## config.mk

```make
export PLATFORM = sky130hd
export DESIGN_NAME = control_unit
export DESIGN_NICKNAME = d
export VERILOG_FILES = /design/src/rtl/control_unit.sv
export SDC_FILE = /design/constraint.sdc
export NUM_CORES = 1
export LEC_CHECK = 0
export CAP_MARGIN = 20
export CORE_MARGIN = 3
export CORE_UTILIZATION = 46
export DETAILED_ROUTE_END_ITERATION = 7
export PLACE_DENSITY = 0.86
export SYNTH_ARGS = -nofsm -noshare
export SYNTH_HDL_FRONTEND = slang
export SYNTH_SLANG_ARGS = --single-unit
```

## constraint.sdc

```tcl
create_clock -name clk -period 1.73 [get_ports clk]
set_input_delay 0.2595 -clock clk [delete_from_list [all_inputs] [get_ports clk]]
set_output_delay 0.2595 -clock clk [all_outputs]
set_load 0.02 [all_outputs]
```

## src/rtl/control_unit.sv

```systemverilog
// control_unit: instruction sequencer for the 16-bit machine.
// Fetches from the 128-word memory/IO bus, loads the ALU operand registers,
// selects the ALU operation, writes results back and keeps the zero flag.
//
// state  | meaning
// -------+---------------------------------------------------------------
// FETCH  | read M[PC] into IR when run=1; PC advances on completion
// DECODE | BEQ resolves here (taken if Z); other opcodes go read F
// RD_SRC | read M[F] into B
// RD_DST | read M[D] into A (ADD and CMP only)
// EXEC   | capture ALU result into R and zero indication into Z
// WRITE  | write R to M[D] (MOV and ADD only)
module control_unit #(
    parameter logic [6:0] RESET_PC = 7'd0
) (
    input  logic        clk,
    input  logic        rst_n,
    input  logic        run,
    output logic        mem_en,
    output logic        mem_we,
    output logic [6:0]  mem_addr,
    output logic [15:0] mem_wdata,
    input  logic [15:0] mem_rdata,
    input  logic        mem_ready,
    output logic [15:0] alu_a,
    output logic [15:0] alu_b,
    output logic [1:0]  alu_op,
    input  logic [15:0] alu_out,
    input  logic        alu_z,
    output logic        z_flag,
    output logic [6:0]  pc,
    output logic        busy
);

    typedef enum logic [2:0] {
        S_FETCH  = 3'd0,
        S_DECODE = 3'd1,
        S_RD_SRC = 3'd2,
        S_RD_DST = 3'd3,
        S_EXEC   = 3'd4,
        S_WRITE  = 3'd5
    } state_t;

    localparam logic [1:0] OP_MOV = 2'b00;
    localparam logic [1:0] OP_ADD = 2'b01;
    localparam logic [1:0] OP_CMP = 2'b10;
    localparam logic [1:0] OP_BEQ = 2'b11;

    localparam logic [1:0] ALU_ADD   = 2'd0;
    localparam logic [1:0] ALU_XOR   = 2'd1;
    localparam logic [1:0] ALU_PASSB = 2'd2;

    state_t      state, state_nx;
    logic [6:0]  pc_q, pc_nx;
    logic [15:0] ir_q, ir_nx;
    logic [15:0] a_q, a_nx;
    logic [15:0] b_q, b_nx;
    logic [15:0] r_q, r_nx;
    logic        z_q, z_nx;

    logic [1:0]  opcode;
    logic [6:0]  src_addr;
    logic [6:0]  dst_addr;

    assign opcode   = ir_q[15:14];
    assign src_addr = ir_q[13:7];
    assign dst_addr = ir_q[6:0];

    assign alu_a  = a_q;
    assign alu_b  = b_q;
    assign z_flag = z_q;
    assign pc     = pc_q;

    // State and datapath registers; reset is synchronous.
    always_ff @(posedge clk) begin
        if (!rst_n) begin
            state <= S_FETCH;
            pc_q  <= RESET_PC;
            ir_q  <= 16'd0;
            a_q   <= 16'd0;
            b_q   <= 16'd0;
            r_q   <= 16'd0;
            z_q   <= 1'b0;
        end else begin
            state <= state_nx;
            pc_q  <= pc_nx;
            ir_q  <= ir_nx;
            a_q   <= a_nx;
            b_q   <= b_nx;
            r_q   <= r_nx;
            z_q   <= z_nx;
        end
    end

    // Next-state, register updates and bus/ALU control decoded from state.
    always_comb begin
        state_nx  = state;
        pc_nx     = pc_q;
        ir_nx     = ir_q;
        a_nx      = a_q;
        b_nx      = b_q;
        r_nx      = r_q;
        z_nx      = z_q;
        mem_en    = 1'b0;
        mem_we    = 1'b0;
        mem_addr  = pc_q;
        mem_wdata = 16'd0;
        alu_op    = ALU_PASSB;
        busy      = (state != S_FETCH);

        case (state)
            S_FETCH: begin
                mem_en   = run;
                mem_addr = pc_q;
                if (run && mem_ready) begin
                    ir_nx    = mem_rdata;
                    pc_nx    = pc_q + 7'd1;
                    state_nx = S_DECODE;
                end
            end
            S_DECODE: begin
                if (opcode == OP_BEQ) begin
                    if (z_q) begin
                        pc_nx = dst_addr;
                    end
                    state_nx = S_FETCH;
                end else begin
                    state_nx = S_RD_SRC;
                end
            end
            S_RD_SRC: begin
                mem_en   = 1'b1;
                mem_addr = src_addr;
                if (mem_ready) begin
                    b_nx     = mem_rdata;
                    state_nx = (opcode == OP_MOV) ? S_EXEC : S_RD_DST;
                end
            end
            S_RD_DST: begin
                mem_en   = 1'b1;
                mem_addr = dst_addr;
                if (mem_ready) begin
                    a_nx     = mem_rdata;
                    state_nx = S_EXEC;
                end
            end
            S_EXEC: begin
                case (opcode)
                    OP_ADD:  alu_op = ALU_ADD;
                    OP_CMP:  alu_op = ALU_XOR;
                    default: alu_op = ALU_PASSB;
                endcase
                r_nx     = alu_out;
                z_nx     = alu_z;
                state_nx = (opcode == OP_CMP) ? S_FETCH : S_WRITE;
            end
            S_WRITE: begin
                mem_en    = 1'b1;
                mem_we    = 1'b1;
                mem_addr  = dst_addr;
                mem_wdata = r_q;
                if (mem_ready) begin
                    state_nx = S_FETCH;
                end
            end
            default: begin
                state_nx = S_FETCH;
            end
        endcase

        // Bus strobes are suppressed while reset is held so an in-flight
        // access is abandoned in the same cycle reset arrives.
        if (!rst_n) begin
            mem_en    = 1'b0;
            mem_we    = 1'b0;
            mem_wdata = 16'd0;
            alu_op    = ALU_PASSB;
            busy      = 1'b0;
        end
    end

endmodule

```

# Yosys cells after proc, flatten, opt, wreduce, memory -nomap -nowiden
# Cells that the tools add are included.
[word_totals]
elab_cells = 57
output_inout_bits = 68
reg_bits = 75
[op_classes]
n_eq_ne = 14
n_addsub = 1
mux = 23
n_reduce_logical = 12
[ops]
columns = ["cell", "n"]
rows = [
  ["16-bit 2-to-1 mux", 2],
  ["7-bit one-hot mux with 2 select lines", 2],
  ["7-bit 2-to-1 mux", 3],
  ["3-bit 2-to-1 mux", 6],
  ["3-bit one-hot mux with 6 select lines", 1],
  ["2-bit != test, second input constant", 6],
  ["4-bit AND reduction", 2],
  ["7-bit by 1-bit adder with 7-bit output, second input constant", 1],
  ["3-bit by 2-bit == test with 1-bit output, second input constant", 2],
  ["3-bit == test, second input constant", 2],
  ["2-bit 2-to-1 mux", 3],
  ["2-bit AND reduction", 3],
  ["2-bit == test, second input constant", 2],
  ["1-bit 2-to-1 mux", 4],
  ["2-bit one-hot mux with 2 select lines", 1],
  ["3-bit by 1-bit == test with 1-bit output, second input constant", 1],
  ["3-bit logical NOT", 1],
  ["3-bit nonzero test", 1],
  ["3-bit OR reduction", 1],
  ["2-bit by 1-bit == test with 1-bit output, second input constant", 1],
  ["2-bit logical NOT", 1],
  ["1-bit one-hot mux with 2 select lines", 1],
  ["2-bit nonzero test", 1],
  ["2-bit OR reduction", 1],
  ["1-bit logical AND", 1],
]

# Longest topological paths before layout
[depth]
depth_word = 4
depth_mapped = 7
depth_no_buf = 6

# Worst setup path after synthesis
# Ideal clock, no wire load.
[synth_timing]
path_type = "reg2out"
from = "register state[1]"
to = "output mem_addr[0]"
stages_incl_launch_ff = 7
t_arrival_ps = 1444
path_buffers = 2
t_required_ps = 1470
path_slack_ps = 27
path_cell_list = "dfxtp_1 > buf_2 > buf_2 > nor2_1 > a21oi_1 > nor2_1 > nor2_1"
[synth_via]
elab_chain_len = 3
elab_cells_between_ends = 5
classes_between = "eq/ne (3); mux (1); reduce/logical (1)"
[synth_lines]
columns = ["item", "line_no", "rtl"]
rows = [
  ["start, declared", "53", "state_t state, state_nx;"],
  ["start signal, assigned", "85", "state <= state_nx;"],
  ["3-bit == test or 3-bit by 2-bit == test with 1-bit output (tied branches)", "111", "case (state)"],
  ["2-bit OR reduction (no line)", "-", ""],
  ["7-bit one-hot mux with 2 select lines (*)", "111", ""],
  ["end, declared", "21", "output logic [6:0] mem_addr,"],
]
# Mark *: on every way between the ends. The rest lies on a longest branch, timed or not.

# Worst setup path after layout
[layout_timing]
from = "register state[2]"
to = "output mem_addr[5]"
# Same word-level chain as after synthesis.

==> metrics.md <==
| Metric | Value |
|---|---|
| Commonest non-fill, non-tap cell in the layout | `nand2_1` |
| H-Tree Depth | `3` |
| Post-DRT Antenna Nets | `0` |
| Chip width | `90.16 um` |
| Ys flop type | `dfxtp_1` |
| Mapped Avg Cell Area | `7.612 um2` |
| Sink Count | `75` |
| Fin worst setup slack | `-213.9 ps` |
| ANT cells | `0` |
| Register area | `1513 um2` |
| Global route overflow | `0` |
| Async set-reset flop share out of synthesis | `0` |
| Status | `finished with violations` |
| Clk_lat worst skew | `340 ps` |
| Die area | `8129 um2` |
| Rows | `30` |
| Final Hold Fails | `0` |
| Max-cap violation count | `0` |
| Data required, critical path | `1470 ps` |
| Layout cells sized above 1 | `0.2461` |
| DRT iter0 DRCs | `265` |
| Clock root buffer | `clkbuf_8` |
| Clock transition at path regs | `80 ps` |
| Hold_ws | `455.1 ps` |
| RePlAce Congestion | `0.8791` |
| Cell variety after synth | `43` |
| Post-route clock period utilization | `1.124` |
| YS warnings | `0` |
| Area of the multi-input gates | `1737 um2` |
| WP data arrival | `1680 ps` |
| Failing checks | `setup timing` |
| Post-Route Skew | `10.41 ps` |
| Tot GR Track Use | `0.2352` |
| PortBufs | `104` |
| Post-route setup TNS | `-2743 ps` |
| Largest net degree at the start of global routing | `66` |
| Count of non-filler cells in the finished layout | `669` |
| Max frequency | `514.4 MHz` |
| Drt total wl | `10.10 mm` |
| DR pass1 iterations | `5` |
| Number of I/O pins | `105` |
| Worst Setup End Kind | `output port` |
| Post-synth EDFFs | `0` |
| Critical path class | `flop to output port` |
| Final Setup Violations | `24` |
| Drt wl/cell | `15.10 um` |
| Commonest cells after routing, fill and taps aside | `nand2_1, a21oi_1, clkdlybuf4s50_1` |
| Antenna violations before repair | `0` |
| Slew Limit Fails | `0` |
| Synth Cell Area | `3258 um2` |
| Leak | `2.007 nW` |
| Hpwl dp | `6.698 mm` |
| Hold-fix buffer count after cts | `0` |
| Vias | `3590` |
| Maximum VDD drop | `0.5053 mV` |
| Area growth syn-to-layout | `58.30%` |
| Worst-Margin Slew | `663.9 ps` |
| Core area | `6832 um2` |
| Drt drc | `0` |
| First-pass GRT wire length | `15.81 mm` |
| Headroom to the max-slew limit | `0.5574` |
| Nets@finish | `609` |
| Fill cell total of the finished layout | `489` |
| Startpoint Class | `flop` |
| Syn nets | `469` |
| Power Density | `955.1 nW/um2` |
| Drt via density | `5.366` |
| Sequential area share after synthesis | `0.4608` |
| Cells after Synth | `428` |
| Crit Path Max Fanout | `7` |
| Number of global-route vias before repair | `3337` |
| Hold Path Class | `flop to flop` |
| Starting Density | `0.4769` |
| Power, Total | `4.926 mW` |
| Tmin final | `1944 ps` |
| Die H | `90.16 um` |
| CTS tree | `yes` |
| RSZ-0062 raised after global routing | `true` |
| Placed Cells incl. Taps | `636` |
| Cts bufs inserted | `9` |
| Flops & latches, synth | `75` |
| Max Root-Sink Buffers | `2` |
==> metrics by stage <==
step / instance area (um2) / util / setup slack (ps)
2_1_floorplan: 3258 / - / 26.55
3_3_place_gp: 4592 / 0.6722 / -444.3
3_5_place_dp: 4592 / 0.6722 / -485.6
4_1_cts: 5000 / 0.7319 / -182.9
5_1_grt: 5157 / 0.7549 / -265.5
6_report: 5157 / 0.7549 / -213.9
==> sequential cells by signal, summed over array words and instances, names as in the netlist <==
register	cells
state	3
ir_q	16
alu_a	16
alu_b	16
pc	7
r_q	16
z_flag	1
==> logic make-up after synthesis <==
group,Yosys count,synth area share
compound gates,104,0.1778
fa+ha+maj,4,0.01536
simple gates,206,0.2823
buf+inv,35,0.05069
flops,75,0.4608
mux,4,0.01306
==> report_power, final <==
part | switching [mW] | internal [mW]
Clock | 0.650 | 0.896
Sequential | 0.0804 | 1.83
Combinational | 0.771 | 0.700
==> layout make-up <==
| cell class | count | share of cell area |
|---|---|---|
| inverter | 6 | 0.004367 |
| timing repair buffer | 158 | 0.2965 |
| sequential | 75 | 0.2933 |
| tap | 96 | 0.02329 |
| clock inverter | 5 | 0.01650 |
| clock buffer | 11 | 0.02935 |
| multi-input combinational | 318 | 0.3367 |
==> timing repair <==
item                       CTS  global route
setup buffers                9             8
pin swaps                   12            13
setup endpoints to repair   28            41
cloned                       1             0
resized for setup          185            33
==> worst paths after layout <==
| path | cells after the start | from | slack (ps) | to |
|---|---|---|---|---|
| setup / recovery | 6 | state[2]$_SDFFE_PN0P_ | -210 | mem_addr[5] |
| hold / removal | 2 | alu_b[2]$_SDFFE_PN0P_ | 460 | alu_b[2]$_SDFFE_PN0P_ |
| setup reg to reg | 6 | state[0]$_SDFFE_PN0P_ | 0 | pc[6]$_SDFFE_PN0P_ |
| hold reg to reg | 2 | alu_b[2]$_SDFFE_PN0P_ | 460 | alu_b[2]$_SDFFE_PN0P_ |
==> synth_stat cells, types with 2 or more instances <==
master	instances	area (um2)
a21oi_1	75	375.4
a22o_1	2	17.52
a32o_1	2	20.02
and2_1	17	106.4
and3_1	3	18.77
buf_2	13	65.06
buf_4	4	30.03
clkbuf_1	10	37.54
clkbuf_2	2	10.01
dfxtp_1	75	1501
ha_1	4	50.05
inv_1	5	18.77
mux2i_1	2	20.02
nand2_1	137	514.2
nand3_1	7	35.03
nand3b_1	2	15.01
nor2_1	26	97.59
nor3_1	3	15.01
o21ai_0	6	30.03
o21bai_1	2	15.01
o22ai_1	7	43.79
o32ai_1	2	17.52
or3b_1	2	17.52
==> worst max-delay path, stage by stage (launching register included) <==
cell and delay, ps:
dfxtp_4 390, and2b_1 200, o21ai_1 150, buf_4 190
o22ai_1 110, nor2_1 140, buf_4 160
==> layer usage <==
| metal | wire length (um) | global-route usage | part of all wire |
|---|---|---|---|
| met1 | 4053 | 0.2920 | 0.40 |
| met2 | 5155 | 0.4076 | 0.51 |
| met3 | 738 | 0.05941 | 0.073 |
| met4 | 155 | 0.05867 | 0.015 |
| met5 | 0 | 0 | 0 |
(Power assumes the default switching activity.)
